## config.mk

```make
export PLATFORM = sky130hd
export DESIGN_NAME = fetch_controller
export DESIGN_NICKNAME = d
export VERILOG_FILES = /design/src/rtl/fetch_controller.sv
export SDC_FILE = /design/constraint.sdc
export NUM_CORES = 1
export LEC_CHECK = 0
export BUFFER_PORTS_ARGS = -buffer_cell sky130_fd_sc_hd__buf_4
export CORE_MARGIN = 1.5
export CORE_UTILIZATION = 50
export DETAILED_ROUTE_END_ITERATION = 16
export PLACE_DENSITY = 0.76
export SETUP_SLACK_MARGIN = 0.15
export SLEW_MARGIN = 10
export SYNTH_ARGS = -nofsm -noshare
export SYNTH_HDL_FRONTEND = slang
export SYNTH_SLANG_ARGS = --single-unit
```

## constraint.sdc

```tcl
create_clock -name clk -period 18.5 [get_ports clk]
set_input_delay 0.925 -clock clk [delete_from_list [all_inputs] [get_ports clk]]
set_output_delay 0.925 -clock clk [all_outputs]
set_load 0.02 [all_outputs]
```

## src/rtl/fetch_controller.sv

```systemverilog
`default_nettype none
// ============================================================================
// Module   : fetch_controller
// Purpose  : Instruction-fetch sequencer for a word-addressed program ROM with
//            a combinational read port. Owns the fetch PC and drives the ROM
//            address. Fetched words go into a 2-entry FIFO, which is presented
//            to decode through a valid/ready handshake. Redirects and
//            out-of-range or misaligned fetch faults are handled here.
// Ports    : clk, reset               - clock, synchronous active-high reset
//            enable_i                 - run enable (buffered entries still drain)
//            redirect_i/redirect_pc_i - restart fetch at a new byte address
//            id_ready_i               - decode accepts the head entry
//            mem_addr_o/mem_instr_i   - ROM address / same-cycle ROM data
//            instr_valid_o, instr_o, pc_o, pc_plus4_o - FIFO head towards decode
//            fault_o                  - fetch fault sticky until redirect
// Revision : 1.0 - initial release
// ============================================================================
module fetch_controller #(
  parameter int                    DATA_WIDTH   = 32,
  parameter logic [DATA_WIDTH-1:0] RESET_PC     = 32'h0040_0000,
  parameter int                    MEMORY_DEPTH = 64
) (
  input  logic                  clk,
  input  logic                  reset,
  input  logic                  enable_i,
  input  logic                  redirect_i,
  input  logic [DATA_WIDTH-1:0] redirect_pc_i,
  input  logic                  id_ready_i,
  output logic [DATA_WIDTH-1:0] mem_addr_o,
  input  logic [DATA_WIDTH-1:0] mem_instr_i,
  output logic                  instr_valid_o,
  output logic [DATA_WIDTH-1:0] instr_o,
  output logic [DATA_WIDTH-1:0] pc_o,
  output logic [DATA_WIDTH-1:0] pc_plus4_o,
  output logic                  fault_o
);

  // First byte address past the end of the ROM window.
  localparam logic [DATA_WIDTH-1:0] c_fetch_limit = RESET_PC + DATA_WIDTH'(4 * MEMORY_DEPTH);

  typedef enum logic [1:0] {
    S_IDLE  = 2'd0,
    S_FETCH = 2'd1,
    S_FAULT = 2'd2
  } state_t;

  state_t                r_state;
  logic [DATA_WIDTH-1:0] r_fetch_pc;
  logic [1:0]            r_count;
  logic                  r_head;
  logic [DATA_WIDTH-1:0] r_pc_mem    [2];
  logic [DATA_WIDTH-1:0] r_instr_mem [2];

  logic w_valid;
  logic w_pop;
  logic w_bad;
  logic w_push;
  logic w_tail;

  assign w_valid = (r_count != 2'd0);
  assign w_pop   = w_valid & id_ready_i;
  assign w_bad   = (r_fetch_pc[1:0] != 2'b00)
                 | (r_fetch_pc < RESET_PC)
                 | (r_fetch_pc >= c_fetch_limit);
  // A full FIFO may still accept a word when the head leaves in the same cycle.
  assign w_push  = (r_state == S_FETCH) & enable_i & ~redirect_i & ~w_bad
                 & ((r_count != 2'd2) | w_pop);
  // Tail slot is head + count (mod 2); at count 2 it is the slot being popped.
  assign w_tail  = r_head ^ r_count[0];

  // Control state, fetch PC and occupancy.
  always_ff @(posedge clk) begin
    if (reset) begin
      r_state    <= S_IDLE;
      r_fetch_pc <= RESET_PC;
      r_count    <= 2'd0;
      r_head     <= 1'b0;
    end else if (redirect_i) begin
      // Flush everything, including an entry decode is accepting right now.
      r_state    <= S_FETCH;
      r_fetch_pc <= redirect_pc_i;
      r_count    <= 2'd0;
      r_head     <= 1'b0;
    end else begin
      if (w_push) begin
        r_fetch_pc <= r_fetch_pc + DATA_WIDTH'(4);
      end
      if (w_pop) begin
        r_head <= ~r_head;
      end
      case ({w_push, w_pop})
        2'b10:   r_count <= r_count + 2'd1;
        2'b01:   r_count <= r_count - 2'd1;
        default: r_count <= r_count;
      endcase
      case (r_state)
        S_IDLE: begin
          if (enable_i) begin
            r_state <= S_FETCH;
          end
        end
        S_FETCH: begin
          // The faulting address stays in r_fetch_pc for inspection.
          if (enable_i && w_bad) begin
            r_state <= S_FAULT;
          end
        end
        S_FAULT: r_state <= S_FAULT;
        default: r_state <= S_IDLE;
      endcase
    end
  end

  // FIFO storage; contents are don't-care while the slot is not occupied.
  always_ff @(posedge clk) begin
    if (!reset && w_push) begin
      r_pc_mem[w_tail]    <= r_fetch_pc;
      r_instr_mem[w_tail] <= mem_instr_i;
    end
  end

  assign mem_addr_o    = r_fetch_pc;
  assign instr_valid_o = w_valid;
  assign instr_o       = w_valid ? r_instr_mem[r_head] : '0;
  assign pc_o          = w_valid ? r_pc_mem[r_head] : '0;
  assign pc_plus4_o    = w_valid ? (r_pc_mem[r_head] + DATA_WIDTH'(4)) : '0;
  assign fault_o       = (r_state == S_FAULT);

endmodule
`default_nettype wire

```

==> results of run 1 <==
==> power by group <==
| group | total (mW) | internal (mW) | leakage [nW] | switching [mW] |
|---|---|---|---|---|
| Combinational | 0.0434 | 0.0222 | 1.87 | 0.0212 |
| Sequential | 0.414 | 0.406 | 1.47 | 0.00833 |
| Clock | 0.368 | 0.231 | 0.312 | 0.137 |
==> worst paths after layout <==
path	to	depth (start not counted)	slack (ns)	from
hold / removal	r_pc_mem[1][0]	0	0.53	mem_addr_o[0]
hold reg to reg	r_pc_mem[1][0]	0	0.53	mem_addr_o[0]
setup reg to reg	r_instr_mem[1][17]	6	15.05	mem_addr_o[31]
setup / recovery	pc_plus4_o[31]	7	13.55	register
==> layer usage <==
metal / global-route usage, % / vias to the layer above / routed length [µm]
li1: - / 2618 / -
met1: 29.6 / 2581 / 7540
met2: 35.1 / 236 / 8510
met3: 4.36 / 30 / 1290
met4: 9.89 / 0 / 444
met5: 0 / - / 0
==> worst max-delay path, delay by kind of cell (launching register included) <==
family / cells / cell delay [ns]
simple gates: 3 / 1.09
buf+inv: 2 / 1.00
compound gates: 1 / 0.56
flops: 1 / 0.52
mux: 1 / 0.37
==> final cells by class <==
type,count,share of cell area (%)
flip-flops and latches,166,47.3
multi-input cells,391,27.7
repair buffers,203,15.6
clock buffers,24,5.49
well taps,184,2.36
clock inverters,8,1.10
inverters,11,0.424
==> cell usage in the layout, fill, tap and decap left out, types with 6 or more instances in the layout <==
cell,n
a21oi_1,9
a22o_1,16
buf_4,203
clkbuf_16,20
dfxtp_1,37
edfxtp_1,128
ha_1,6
inv_1,11
mux2i_1,71
nand2_1,27
nand3_1,13
nand3b_1,6
nand4_1,12
nor2_1,96
nor3_1,20
nor4_1,10
nor4_2,6
o21ai_0,10
o31a_1,7
xnor2_1,11
xor2_1,6
==> sequential cells by signal, indices dropped and copies added, names as in the netlist, named ones only <==
| name | count |
|---|---|
| r_instr_mem | 64 |
| r_pc_mem | 64 |
| mem_addr_o | 32 |
| r_count | 2 |
| r_state | 2 |
| r_head | 1 |
==> logic make-up (layout without fill, tap and decap cells) <==
group / Yosys count / after routing
buf+inv: 46 / 246
mux: 76 / 76
fa+ha+maj: 6 / 6
xor+xnor: 17 / 17
flops: 166 / 166
simple gates: 221 / 221
compound gates: 71 / 71
==> stage by stage <==
stage	setup slack [ns]	instance area [µm²]	std cells	util, %	hold WS, ns
after floorplan	11.67	7510	603	-	0.514
after global placement	14.06	9100	955	62.4	0.506
after detailed placement	13.99	9100	955	62.4	0.522
after CTS	13.54	9750	987	66.8	0.531
after global routing	13.34	9750	987	66.8	0.549
final	13.55	9750	987	66.8	0.529
==> impl_metrics.json, run 1 <==
{
  "outcome": "finished, final reports clean",
  "post-dp-hpwl_um": 12400,
  "setup_violations": 0,
  "post_cts_hold_buffers": 0,
  "yosysSeqAreaShare_pct": 61.3,
  "skew_ns": 0.00706,
  "clock-root-buffer": "clkbuf_16",
  "layout_min_cycle_time_ns": 4.95,
  "critical_path.max_stage_delay_ns": 0.84,
  "syn-instance-count": 603,
  "max_cap_viol_count": 0,
  "synth_top_cell_by_area": "edfxtp_1",
  "critical_path_peak_fanout": 77,
  "finalHoldViolations": 0,
  "path_cells": "buf_4 -> nand3_1 -> a2111oi_4 -> nand3_2 -> nor4_2 -> mux2_1 -> buf_4",
  "synth_top_family_by_area": "simple AND/OR/NAND/NOR gates",
  "post_synthesis_compound_gate_area_fraction_pct": 7.43,
  "diode_insertion_count_for_antenna_repair": 0,
  "chipHeight_um": 126,
  "worst_pin_slew_ns": 1.19,
  "timing.final.max_slew_violations": 0,
  "grt_first_pass_wirelength_um": 27200,
  "cts_tree": "built",
  "hold_class": "reg2reg",
  "ant_nets": 0,
  "syn_to_final_growth_pct": 29.7,
  "synth.net_count": 678,
  "ys_dominant_reg_cell": "edfxtp_1",
  "synth_most_common_cell": "edfxtp_1",
  "drt_iter0_drc": 426,
  "cts_num_sinks": 166,
  "total_of_fill_cells_in_the_finished_design": 1105,
  "antenna_found_initial": 0,
  "yosys.area_share.adder_pct": 0.999,
  "setup.worst_path.end_class": "primary output",
  "count_of_different_cell_masters_after_synthesis": 59,
  "asyncSetResetFlopFracSynth_pct": 0,
  "synth_edf_count": 128,
  "finalNetCount": 865,
  "static_leakage_power_nw": 3.65,
  "cpMostUsedCell": "buf_4",
  "multi_input_area_mm2": 0.00270,
  "route.final.wire_length_um": 17800,
  "dr_total_vias": 5465,
  "synth_xor_xnor_area_share_pct": 1.98,
  "register_area_mm2": 0.00461,
  "worst_ep_required_time_ns": 17.57,
  "groute.usage.overall_pct": 22.1,
  "post_synth_mux_area_share_pct": 10.3,
  "ys_top_cells_by_count": "edfxtp_1, nor2_1, mux2i_1",
  "post-route-drc-count": 0,
  "port_buffers": 198,
  "power_density_mw_per_mm2": 84.7,
  "post_synth.cell_area_avg_um2": 12.5,
  "yosys_warnings": 0,
  "cts-resized-gates": 0,
  "grt_setup_unrepaired": "no",
  "drt_pass1_iterations": 5,
  "clk_transition_reported_paths_ns": 0.06,
  "overall_power_mw": 0.826,
  "power.ir.vdd_worst_uv": 69.6,
  "timing_worst_setup_path_type": "reg2out",
  "synth_top_cells_by_area": "edfxtp_1, dfxtp_1, mux2i_1",
  "ios": 199,
  "avgViaCountPerCell": 5.54,
  "cts_made_buffers": 17,
  "fp.dieArea_mm2": 0.0158,
  "grt_pass1_vias": 5242,
  "h-tree-depth": 4,
  "design.core.area_mm2": 0.0146,
  "synth-simple-area-share_pct": 15.0,
  "setup.worst_path.start_class": "register",
  "setup_tns_after_final_layout_ns": 0,
  "insertion_delay_ns": 0.42,
  "layout-drive-gt1-share_pct": 32.8,
  "remaining_max_slew_budget_at_the_tightest_pin_pct": 20.3,
  "grt_remaining_overflow": 0,
  "finalCritPeriodShare_pct": 26.7,
  "cts-root-to-sink-buffers": 2,
  "synthesis.area_mm2": 0.00751,
  "die-width_um": 126,
  "initial_core_util_pct": 51.5,
  "cp.arrival_ns": 4.02,
  "core.rowCount": 44,
  "critical-path-slowest-cell": "buf_4",
  "postCtsSetupRepairBufs": 0,
  "gpl.final_weighted_congestion": 0.893,
  "grt_start_max_net_pins": 87,
  "post_drt_wl_per_cell_um": 18.0,
  "share_of_yosys_cell_area_claimed_by_the_top_area_cell_type_pct": 51.2,
  "flops_latches_synth": 166,
  "max_freq_ghz": 0.202
}
Power figures use the tool's default switching activity.
==> run 2: changes to the inputs <==
==> constraint.sdc (replaced) <==
create_clock -name clk -period 4.7 [get_ports clk]
set_input_delay 0.235 -clock clk [delete_from_list [all_inputs] [get_ports clk]]
set_output_delay 0.235 -clock clk [all_outputs]
set_load 0.02 [all_outputs]
==> run 2 against run 1 <==
Effect of this change:
- sequential power rose to 3.9 times the previous value
- flip-flop and latch count unchanged
- clock power grew to 3.4 times the previous value
- register-to-register slack lost 14 ns
- first-iteration DRC count fell by 20%
- power increased to 3.7 times the previous value
- worst setup slack worse by 13 ns
- die area did not move
- critical path type unchanged
==> impl_metrics.json, run 2 (synthesis results as in run 1) <==
{
  "layout_min_cycle_time_ns": 3.91,
  "die-width_um": 126,
  "critical_path_peak_fanout": 70,
  "max_cap_viol_count": 0,
  "antenna_found_initial": 0,
  "post-route-drc-count": 0,
  "ios": 199,
  "avgViaCountPerCell": 5.49,
  "setup.worst_path.start_class": "register",
  "post-dp-hpwl_um": 12700,
  "core.rowCount": 44,
  "insertion_delay_ns": 0.42,
  "timing.final.max_slew_violations": 0,
  "grt_remaining_overflow": 0,
  "cts-root-to-sink-buffers": 2,
  "cts_num_sinks": 166,
  "max_freq_ghz": 0.256,
  "chipHeight_um": 126,
  "outcome": "finished, final reports clean",
  "setup.worst_path.end_class": "primary output",
  "finalNetCount": 896,
  "syn_to_final_growth_pct": 32.8,
  "grt_start_max_net_pins": 86,
  "design.core.area_mm2": 0.0146,
  "power_density_mw_per_mm2": 309,
  "cts-resized-gates": 0,
  "clk_transition_reported_paths_ns": 0.06,
  "initial_core_util_pct": 51.5,
  "drt_pass1_iterations": 5,
  "setup_violations": 0,
  "cp.arrival_ns": 3.67,
  "grt_first_pass_wirelength_um": 27800,
  "postCtsSetupRepairBufs": 0,
  "hp-start": "mem_instr_i[16]",
  "clock-root-buffer": "clkbuf_16",
  "gpl.final_weighted_congestion": 0.867,
  "dr_total_vias": 5593,
  "fin_worst_hold_slack_ns": 0.0232,
  "remaining_max_slew_budget_at_the_tightest_pin_pct": 36.4,
  "grt_pass1_vias": 5389,
  "timing_worst_setup_path_type": "reg2out",
  "skew_ns": 0.00698,
  "diode_insertion_count_for_antenna_repair": 0,
  "final_common_cell": "buf_4",
  "hold_class": "in2reg",
  "drt_iter0_drc": 341,
  "route.final.wire_length_um": 18200,
  "cts_made_buffers": 17,
  "post_drt_wl_per_cell_um": 17.9,
  "setup_tns_after_final_layout_ns": 0,
  "grt_setup_unrepaired": "no",
  "power.ir.vdd_worst_uv": 288,
  "final_cell_mix": "buf_4, edfxtp_1, nor2_1, mux2i_1, dfxtp_1",
  "h-tree-depth": 4,
  "fp.dieArea_mm2": 0.0158,
  "cts_tree": "built",
  "ant_nets": 0,
  "port_buffers": 198,
  "groute.usage.overall_pct": 22.6,
  "static_leakage_power_nw": 3.73,
  "finalHoldViolations": 0,
  "layout-drive-gt1-share_pct": 31.5,
  "finalCritPeriodShare_pct": 83.2,
  "timing.rr.start": "mem_addr_o[12]",
  "worst_ep_required_time_ns": 4.47,
  "worst_pin_slew_ns": 0.954
}
-- run 2: changes by cell type in the layout (fill, tap and decap cells not counted), sizes merged --
cell,delta
dlygate4sd3,+31
clkinvlp,+4
bufinv,-2
clkbuf,-2
clkinv,-1
inv,+1
-- run 2: area by class of cell --
cell class / instances / area, µm²
fill: 1088 / 4610
sequential: 166 / 4610
multi-input combinational: 391 / 2720
timing repair buffer: 234 / 1830
clock buffer: 22 / 474
tap: 184 / 230
clock inverter: 10 / 72.6
inverter: 11 / 41.3
-- run 2: stage by stage --
step           area, µm²  power [mW]  setup WS (ns)  std cells  util [%]
3_5_place_dp        9120        1.83           1.20        955      62.5
4_1_cts             9970        3.11          0.743       1018      68.4
2_1_floorplan       7520        1.73          0.220        603         -
5_1_grt             9980        3.17          0.574       1018      68.4
3_3_place_gp        9120        1.82           1.30        955      62.5
6_report            9980        3.08          0.792       1018      68.4
-- run 2: per-layer routing --
metal | global-route usage (%) | share of wire (%)
met5 | 0 | 0
met4 | 9.49 | 2.5
met3 | 4.28 | 6.5
met2 | 37.0 | 49
met1 | 29.5 | 42
-- run 2: worst paths after layout --
path	slack, ns	endpoint	cells past startpoint
worst min register to register	0.52	r_pc_mem[1][30]	0
worst min-delay path	0.02	r_instr_mem[0][16]	1
worst max register to register	1.29	r_instr_mem[1][3]	6
worst max-delay path	0.79	pc_plus4_o[31]	6
-- run 2: report_power, final --
part / switching (mW) / leakage [nW] / internal [mW] / total [mW]
combinational: 0.0887 / 2.00 / 0.104 / 0.193
clock: 0.538 / 0.252 / 0.717 / 1.26
sequential: 0.0323 / 1.47 / 1.60 / 1.63
total: 0.659 / 3.73 / 2.42 / 3.08
-- run 2: worst max-delay path: stages, from the launching register on --
cell and delay, ns:
dfxtp_4 0.99, mux2i_1 0.34, a2111oi_4 0.58, nand3_2 0.36, nor4_2 0.43, mux2_1 0.38
buf_4 0.16
-- run 2: repair_timing --
item,CTS,global route
hold endpoints to repair,62,0
hold buffers,31,0
setup endpoints to repair,0,0
==> run 3: changes to the inputs <==
==> constraint.sdc (replaced) <==
create_clock -name clk -period 3.6 [get_ports clk]
set_input_delay 0.18 -clock clk [delete_from_list [all_inputs] [get_ports clk]]
set_output_delay 0.18 -clock clk [all_outputs]
set_load 0.02 [all_outputs]
==> run 3 against run 2 <==
Effect of this change:
- utilization grew 3.2 points
- sequential share of layout area shrank 1.9 points
- combinational power grew 46%
- die area is the same
- sequential power grew 31%
- first-iteration DRC count shrank 7.6%
- critical path type unchanged
==> impl_metrics.json, run 3 (synthesis results as in run 1) <==
{
  "worst_ep_required_time_ns": 3.42,
  "cp.arrival_ns": 3.05,
  "h-tree-depth": 4,
  "drt_iter0_drc": 315,
  "clock-root-buffer": "clkbuf_16",
  "layout_min_cycle_time_ns": 3.23,
  "remaining_max_slew_budget_at_the_tightest_pin_pct": 42.0,
  "power_density_mw_per_mm2": 401,
  "cts-root-to-sink-buffers": 2,
  "syn_to_final_growth_pct": 39.1,
  "fp.dieArea_mm2": 0.0158,
  "grt_pass1_vias": 5763,
  "overall_power_mw": 4.19,
  "grt_first_pass_wirelength_um": 30000,
  "dr_total_vias": 5770,
  "max_freq_ghz": 0.310,
  "timing_worst_setup_path_type": "reg2out",
  "critPathTopFamily": "simple AND/OR/NAND/NOR gates",
  "cell_count_post_placement": 963,
  "power.ir.vdd_worst_uv": 271,
  "cts_made_buffers": 17,
  "antenna_found_initial": 0,
  "final_common_cell": "buf_4",
  "insertion_delay_ns": 0.42,
  "post_drt_wl_per_cell_um": 18.4,
  "critical_path.max_stage_delay_ns": 0.46,
  "post_layout_nonfiller_instances": 1053,
  "outcome": "finished, final reports clean",
  "cts-resized-gates": 0,
  "critical_path_peak_fanout": 14,
  "grt_remaining_overflow": 0,
  "setup.worst_path.start_class": "register",
  "layout-drive-gt1-share_pct": 33.0,
  "core.rowCount": 44,
  "worstPathBufferInverterCount": 2,
  "setup_violations": 0,
  "chipHeight_um": 126,
  "die-width_um": 126,
  "static_leakage_power_nw": 3.94,
  "finalHoldViolations": 0,
  "groute.usage.overall_pct": 24.2,
  "cts_num_sinks": 166,
  "timing.final.max_slew_violations": 0,
  "hold_class": "in2reg",
  "cts_tree": "built",
  "critical-path-slowest-cell": "nor4_2",
  "grt_setup_unrepaired": "no",
  "finalCritPeriodShare_pct": 89.6,
  "drt_pass1_iterations": 4,
  "port_buffers": 198,
  "route.final.wire_length_um": 19400,
  "post-dp-hpwl_um": 13300,
  "ios": 199,
  "max_cap_viol_count": 0,
  "design.core.area_mm2": 0.0146,
  "skew_ns": 0.0102,
  "clk_transition_reported_paths_ns": 0.06,
  "finalNetCount": 931,
  "diode_insertion_count_for_antenna_repair": 0,
  "initial_core_util_pct": 51.5,
  "gpl.final_weighted_congestion": 0.900,
  "setup_tns_after_final_layout_ns": 0,
  "setup.worst_path.end_class": "primary output",
  "path_cells": "buf_6 -> nand3b_1 -> a22oi_2 -> nand3_2 -> nor4_2 -> mux2_1 -> buf_4",
  "final_cell_mix": "buf_4, edfxtp_1, nor2_1, mux2i_1, dlygate4sd3_1",
  "grt_start_max_net_pins": 86,
  "ant_nets": 0,
  "avgViaCountPerCell": 5.48,
  "post-route-drc-count": 0,
  "worst_pin_slew_ns": 0.870
}
run 3: worst min-delay path: stages:
cell,delay [ns]
buf_4,0.08
mux2i_1,0.07
nor2_1,0.08
run 3: worst paths after layout:
path                    start              end  slack, ns  cells past startpoint
max reg2reg    mem_addr_o[15]  r_pc_mem[0][29]       0.87                      6
min reg2reg     mem_addr_o[1]   r_pc_mem[0][1]       0.48                      0
min          redirect_pc_i[1]    mem_addr_o[1]       0.03                      3
max                  register   pc_plus4_o[31]       0.37                      7
run 3: what timing repair did:
action | CTS | global route
hold buffers | 56 | 0
endpoints found under the setup margin | 3 | 3
buffers inserted | 1 | 1
hold endpoints to repair | 88 | 0
run 3: final cells by class:
| type | count | area (µm²) |
|---|---|---|
| multi-input cells | 391 | 2730 |
| clock buffers | 24 | 492 |
| flip-flops and latches | 166 | 4630 |
| clock inverters | 8 | 97.6 |
| repair buffers | 269 | 2230 |
| inverters | 11 | 41.3 |
| well taps | 184 | 230 |
| fillers | 1018 | 4140 |
run 3: report_power, final:
group          leakage, nW  internal [mW]  switching [mW]
Combinational         2.18          0.158           0.123
Sequential            1.48           2.09          0.0450
Clock                0.282           1.09           0.680
Total                 3.94           3.34           0.848
run 3: per-stage QoR:
stage               util [%]  worst slack (ns)  hold slack (ns)  cell area (µm²)
finish                  71.6             0.374           0.0278            10400
global route            71.6             0.232           0.0259            10400
CTS                     71.5             0.340          0.00730            10400
global placement        63.5             0.638            0.367             9270
floorplan                  -            0.0319            0.279             7570
detailed placement      63.5             0.509            0.369             9270
run 3: routing by layer:
| metal | vias up | GRT usage [%] | wire length (µm) |
|---|---|---|---|
| met5 | - | 0 | 0 |
| met4 | 0 | 9.16 | 410 |
| met3 | 26 | 4.62 | 1110 |
| met2 | 219 | 40.0 | 9460 |
| met1 | 2770 | 31.8 | 8410 |
| li1 | 2755 | - | - |
